===== src/rtl/fifo_n2w_pkg.sv =====
// Shared constants and helpers for the nibble-to-byte width-converting FIFO.
// The packing helper fixes the byte layout in one place: the older nibble
// always ends up in the upper half of the returned byte.
package fifo_n2w_pkg;

    localparam int NIBBLE_W = 4;
    localparam int BYTE_W   = 8;

    // Build a byte from two nibbles, the first-written one in the upper half.
    function automatic logic [BYTE_W-1:0] n2w_pack(input logic [NIBBLE_W-1:0] hi,
                                                   input logic [NIBBLE_W-1:0] lo);
        return {hi, lo};
    endfunction

endpackage


===== src/rtl/register_file_2_read_port.sv =====
// Small register file with one synchronous write port and two asynchronous
// read ports. The FIFO uses the two read ports to see the oldest nibble and
// its partner at the same time. Contents are deliberately not reset.
module register_file_2_read_port
#(
    parameter int ADDR_WIDTH = 4,
    parameter int DATA_WIDTH = 4
)
(
    input  logic                  i_clk,
    input  logic                  i_we,
    input  logic [ADDR_WIDTH-1:0] i_waddr,
    input  logic [DATA_WIDTH-1:0] i_wdata,
    input  logic [ADDR_WIDTH-1:0] i_addr_1,
    input  logic [ADDR_WIDTH-1:0] i_addr_2,
    output logic [DATA_WIDTH-1:0] o_data_1,
    output logic [DATA_WIDTH-1:0] o_data_2
);

    localparam int DEPTH = 1 << ADDR_WIDTH;

    logic [DATA_WIDTH-1:0] r_mem [DEPTH];

    // Store one word per accepted write; no reset so this maps onto plain RAM/flops.
    always_ff @(posedge i_clk) begin
        if (i_we) begin
            r_mem[i_waddr] <= i_wdata;
        end
    end

    assign o_data_1 = r_mem[i_addr_1];
    assign o_data_2 = r_mem[i_addr_2];

endmodule


===== src/rtl/fifo_narrow_to_wide.sv =====
// Width-converting FIFO: one nibble in per write, one byte out per read.
// The byte shown on read_data_o is the two oldest nibbles, first-written in
// the upper half, and is visible combinationally whenever empty_o is low.
// Optional feature macro: FIFO_N2W_LEVEL_EN adds the level_o port, which
// reports the registered nibble count.
module fifo_narrow_to_wide
    import fifo_n2w_pkg::*;
#(
    parameter int ADDR_WIDTH = 4,
    parameter int DATA_WIDTH = NIBBLE_W
)
(
    input  logic                    clk_i,
    input  logic                    reset_i,
    input  logic                    write_i,
    input  logic [DATA_WIDTH-1:0]   write_data_i,
    input  logic                    read_i,
    output logic                    empty_o,
    output logic                    full_o,
    output logic [2*DATA_WIDTH-1:0] read_data_o
`ifdef FIFO_N2W_LEVEL_EN
    ,
    output logic [ADDR_WIDTH:0]     level_o
`endif
);

    localparam int CW = ADDR_WIDTH + 1;
    localparam int DEPTH = 1 << ADDR_WIDTH;
    localparam logic [CW-1:0] CNT_ZERO = '0;
    localparam logic [CW-1:0] CNT_ONE  = CW'(1);
    localparam logic [CW-1:0] CNT_TWO  = CW'(2);
    localparam logic [CW-1:0] CNT_FULL = CW'(DEPTH);
    localparam logic [ADDR_WIDTH-1:0] PTR_ONE = ADDR_WIDTH'(1);
    localparam logic [ADDR_WIDTH-1:0] PTR_TWO = ADDR_WIDTH'(2);

    logic [ADDR_WIDTH-1:0]   r_wptr;
    logic [ADDR_WIDTH-1:0]   r_rptr;
    logic [CW-1:0]           r_count;

    logic                    w_empty;
    logic                    w_full;
    logic                    w_wrOk;
    logic                    w_rdOk;
    logic [ADDR_WIDTH-1:0]   w_rptrPartner;
    logic [DATA_WIDTH-1:0]   w_hiNibble;
    logic [DATA_WIDTH-1:0]   w_loNibble;
    logic [2*DATA_WIDTH-1:0] w_byte;

    // Flags come only from the registered count, so a write is never readable
    // in the cycle it lands and a full-cycle write is dropped even if a read
    // frees space on the same edge.
    assign w_empty = (r_count < CNT_TWO);
    assign w_full  = (r_count == CNT_FULL);
    assign w_wrOk  = write_i & ~w_full;
    assign w_rdOk  = read_i & ~w_empty;

    // rptr stays even and DEPTH is even, so the partner address never wraps on its own.
    assign w_rptrPartner = r_rptr + PTR_ONE;

    register_file_2_read_port #(
        .ADDR_WIDTH (ADDR_WIDTH),
        .DATA_WIDTH (DATA_WIDTH)
    ) u_regFile (
        .i_clk    (clk_i),
        .i_we     (w_wrOk),
        .i_waddr  (r_wptr),
        .i_wdata  (write_data_i),
        .i_addr_1 (r_rptr),
        .i_addr_2 (w_rptrPartner),
        .o_data_1 (w_hiNibble),
        .o_data_2 (w_loNibble)
    );

    generate
        if (DATA_WIDTH == NIBBLE_W) begin : g_packNibble
            assign w_byte = n2w_pack(w_hiNibble, w_loNibble);
        end else begin : g_packGeneric
            assign w_byte = {w_hiNibble, w_loNibble};
        end
    endgenerate

    // Pointers and count advance on accepted transfers; a read retires two nibbles at once.
    always_ff @(posedge clk_i or posedge reset_i) begin
        if (reset_i) begin
            r_wptr  <= '0;
            r_rptr  <= '0;
            r_count <= '0;
        end else begin
            if (w_wrOk) begin
                r_wptr <= r_wptr + PTR_ONE;
            end
            if (w_rdOk) begin
                r_rptr <= r_rptr + PTR_TWO;
            end
            r_count <= r_count + (w_wrOk ? CNT_ONE : CNT_ZERO)
                               - (w_rdOk ? CNT_TWO : CNT_ZERO);
        end
    end

    assign empty_o     = w_empty;
    assign full_o      = w_full;
    assign read_data_o = w_empty ? '0 : w_byte;

`ifdef FIFO_N2W_LEVEL_EN
    assign level_o = r_count;
`endif

endmodule

===== config.mk =====
export PLATFORM = sky130hd
export DESIGN_NAME = fifo_narrow_to_wide
export DESIGN_NICKNAME = d
export VERILOG_FILES = /design/src/rtl/fifo_n2w_pkg.sv /design/src/rtl/register_file_2_read_port.sv /design/src/rtl/fifo_narrow_to_wide.sv
export SDC_FILE = /design/constraint.sdc
export NUM_CORES = 1
export LEC_CHECK = 0
export BUFFER_PORTS_ARGS = -buffer_cell sky130_fd_sc_hd__buf_2
export CAP_MARGIN = 10
export CELL_PAD_IN_SITES_DETAIL_PLACEMENT = 1
export CELL_PAD_IN_SITES_GLOBAL_PLACEMENT = 2
export CORE_MARGIN = 4
export CORE_UTILIZATION = 40
export CTS_CLUSTER_SIZE = 25
export DETAILED_ROUTE_END_ITERATION = 7
export GPL_ROUTABILITY_DRIVEN = 1
export PLACE_DENSITY = 0.68
export SLEW_MARGIN = 40
export SYNTH_ARGS = -nofsm -noshare
export SYNTH_HDL_FRONTEND = slang
export SYNTH_SLANG_ARGS = --single-unit

===== constraint.sdc =====
create_clock -name clk_i -period 5.71 [get_ports clk_i]
set_clock_uncertainty 0.05 [all_clocks]
set_input_delay 0.571 -clock clk_i [delete_from_list [all_inputs] [get_ports clk_i]]
set_output_delay 0.571 -clock clk_i [all_outputs]
set_load 0.01 [all_outputs]

==> metrics.cfg <==
[worst_setup_path]
critical-path-top-delay-family = flip-flops
crit_required_ns = 5.09
r2r_start = r_count[3]$_DFF_PP0_
path_max_fanout = 13
cp_slowest_cell = dfrtp_1
path_cells = nor2b_1 -> a22o_1 -> nor4_1 -> buf_2
critPathCaptureType = primary output
critPathBufInv = 1
startpoint_type = flip-flop
worstRegToRegCells = 11
r2r_end = r_count[4]$_DFF_PP0_
critPathMaxStageDelay_ns = 0.73
crit_type = flip-flop to primary output
critPathArrivalTime_ns = 2.16
rrSetupSlack_ns = 3.22

[synthesis]
synthTopCellsByCount = 64 x edfxtp_1, 17 x nor2b_1, 16 x mux2i_1
synth_top_family_by_area = simple AND/OR/NAND/NOR gates
ys_top_cells_by_area = edfxtp_1 56%, dfrtp_1 8.8%, mux2i_1 4.7%, ha_1 4.4%, nor2b_1 3.1%
ys_warn_count = 0
yosys.area.top_type = edfxtp_1
syn-instance-count = 225
syn_area_per_cell_sq_um = 15.1
synth-edff-count = 64
seq_area_frac_synth_pct = 65.2
synth_area_sq_mm = 0.00341
synth_compound_area_share_pct = 7.31
synth_fa_ha_area_share_pct = 4.41
synth.most_common_cell = edfxtp_1
synth.mux.area_fraction_pct = 5.03
ys_ff_latch = 76
synth_nets = 245
synth_xor_area_share_pct = 2.06
synth_async_sr_flop_share_pct = 15.8
synthFlopType = edfxtp_1
synth-simple-area-share_pct = 11.4
synth_top_area_share_pct = 56.4
synthDistinctLibCells = 36

[global_routing]
met2_usage_pct = 24.2
grt_use_met1_pct = 18.4
gr-usage-met3_pct = 3.61
grt_pass1_wl_um = 10700
grt.overflow.total = 0
antenna_found_initial = 0
grt_usage_pct = 14.6
grt_pass1_vias = 1948
top_usage_layer = met2
grt_max_degree = 51

[die]
die_area_sq_mm = 0.0101
ios = 18
row_count = 33
die_w_um = 100
dieHeight_um = 100
start_util_pct = 41.2
core_area_sq_mm = 0.00826

[power_and_ir_drop]
max-vdd-ir-drop_uv = 225
pwr-share-seq_pct = 41.0
combPwrFrac_pct = 36.6
sw_frac_of_total_pct = 35.4
power_density_mw_per_mm2 = 509
finalPower_uw = 1920
p_sw_uw = 681
power.leakage_uw = 0.00134
internal-power_uw = 1240
clockPowerShare_pct = 22.4

[job]
cap_violations = 0

[status]
status = finished clean

[clock_network]
htree_levels = 3
cts_resized = 0
cts_root_buffer = clkbuf_8
numClockSinks = 76
clk_pin_slew_ns = 0.08
cts.path.max_buffers = 2
cts_tree = yes
insertion_delay_ns = 0.34
cts_hold_buf = 0
numCtsBuffers = 9
post-cts-setup-buffers = 0

[timing]
finalCritPeriodShare_pct = 48.7
layout_min_cycle_time_ns = 2.78
setup_viol = 0
worst_slew_pin_slew_ns = 0.651
hold_slack_ns = 0.187
fmax_mhz = 360
rsz0062_at_grt = false
slew_headroom_pct = 56.6
hold_viol = 0
finalSetupTns_ns = 0
drv_slew = 0

[layout]
multi_input_area_sq_mm = 0.00106
stdcell_area_sq_mm = 0.00378
syn2layout_area_growth_pct = 10.9
drive_above_1_share_pct = 20.8
num_antenna_cells = 0
fin_util_pct = 45.8
regArea_sq_mm = 0.00222
n_fill_cell = 837
final_nets = 260

[placed_design]
portBuffers = 17
place_area_sq_mm = 0.00356
routabilityCongestion = 0.738
dpl.hpwl_um = 4730

[drt]
drt-wirelength-per-cell_um = 19.4
vias_per_cell = 5.27
vias = 1845
remaining_drc_errors = 0
drt-initial-drc-count = 59
ant_nets = 0
drt_wl_total_um = 6800
dr.pass1.iters = 4

[min_path]
hold_path.class = input pin to asynchronous set/reset pin

-- area by class of cell --
type                            instances  area share [%]
Clock buffer                           11            3.48
Tap cell                              105            3.48
Clock inverter                          5            2.02
Inverter                               15            1.56
Sequential cell                        76            58.8
Multi-Input combinational cell        120            28.2
Timing Repair Buffer                   18            2.45
-- worst max path at each step --
stage                               start                    to  depth (start not counted)
floorplan            r_count[2]$_DFF_PP0_  r_count[4]$_DFF_PP0_                         13
global placement     r_count[3]$_DFF_PP0_  r_count[4]$_DFF_PP0_                         11
detailed placement   r_count[3]$_DFF_PP0_  r_count[4]$_DFF_PP0_                         11
CTS                 r_rptr[3]$_DFFE_PP0P_        read_data_o[1]                          4
global route        r_rptr[3]$_DFFE_PP0P_        read_data_o[1]                          4
finish              r_rptr[1]$_DFFE_PP0P_        read_data_o[7]                          4
-- worst register-to-register path, cell delays in order (launching register included) --
cell and delay (ns):
dfrtp_1 0.36, inv_1 0.09, ha_1 0.15, nor3b_4 0.55, nand2b_1 0.26, ha_1 0.27
inv_1 0.06, ha_1 0.17, inv_1 0.05, a21oi_1 0.14, o21bai_1 0.09, xnor2_1 0.13
-- kinds of logic after synthesis --
kind of cell,count (synthesis)
flops,76
simple gates,55
buf+inv,29
compound gates,28
mux,17
fa+ha+maj,12
xor+xnor,8
-- power by group through the flow --
stage	Sequential (uW)	Clock, uW	Combinational [uW]
floorplan	737	0	577
finish	788	431	704
global placement	789	0	705
detailed placement	799	0	723
global route	802	473	783
CTS	787	441	726
-- routing by layer --
metal,share of wire [%],vias to the layer above
met5,0,-
met3,2.6,4
met1,45,947
met2,51,23
li1,-,871
met4,0.93,0
-- cell usage in the layout (no fill, tap or decap), types with 2 or more instances in the layout --
cell type / n
edfxtp_1: 64
nor2b_1: 17
buf_2: 17
mux2i_1: 16
inv_1: 14
ha_1: 12
dfrtp_1: 11
and2_1: 9
nor4_2: 9
clkbuf_8: 9
xnor2_1: 8
a211oi_1: 8
a22o_1: 8
a2111oi_2: 4
nor2_1: 4
nand2b_1: 3
a2111oi_0: 3
nor4_1: 3
nand2_1: 2
nor3b_2: 2
bufinv_16: 2
clkbuf_1: 2
-- sequential cells by signal (all words and copies together), names as in the netlist --
signal / cells
u_regFile.r_mem: 64
r_rptr: 3
r_wptr: 4
r_count: 5
-- stage by stage --
step	instances	setup slack, ns
6_report	350	2.93
3_5_place_dp	334	3.19
5_1_grt	350	2.75
2_1_floorplan	225	3.67
4_1_cts	350	2.87
3_3_place_gp	334	3.05
Note: power is estimated with default switching activity, not from simulation.
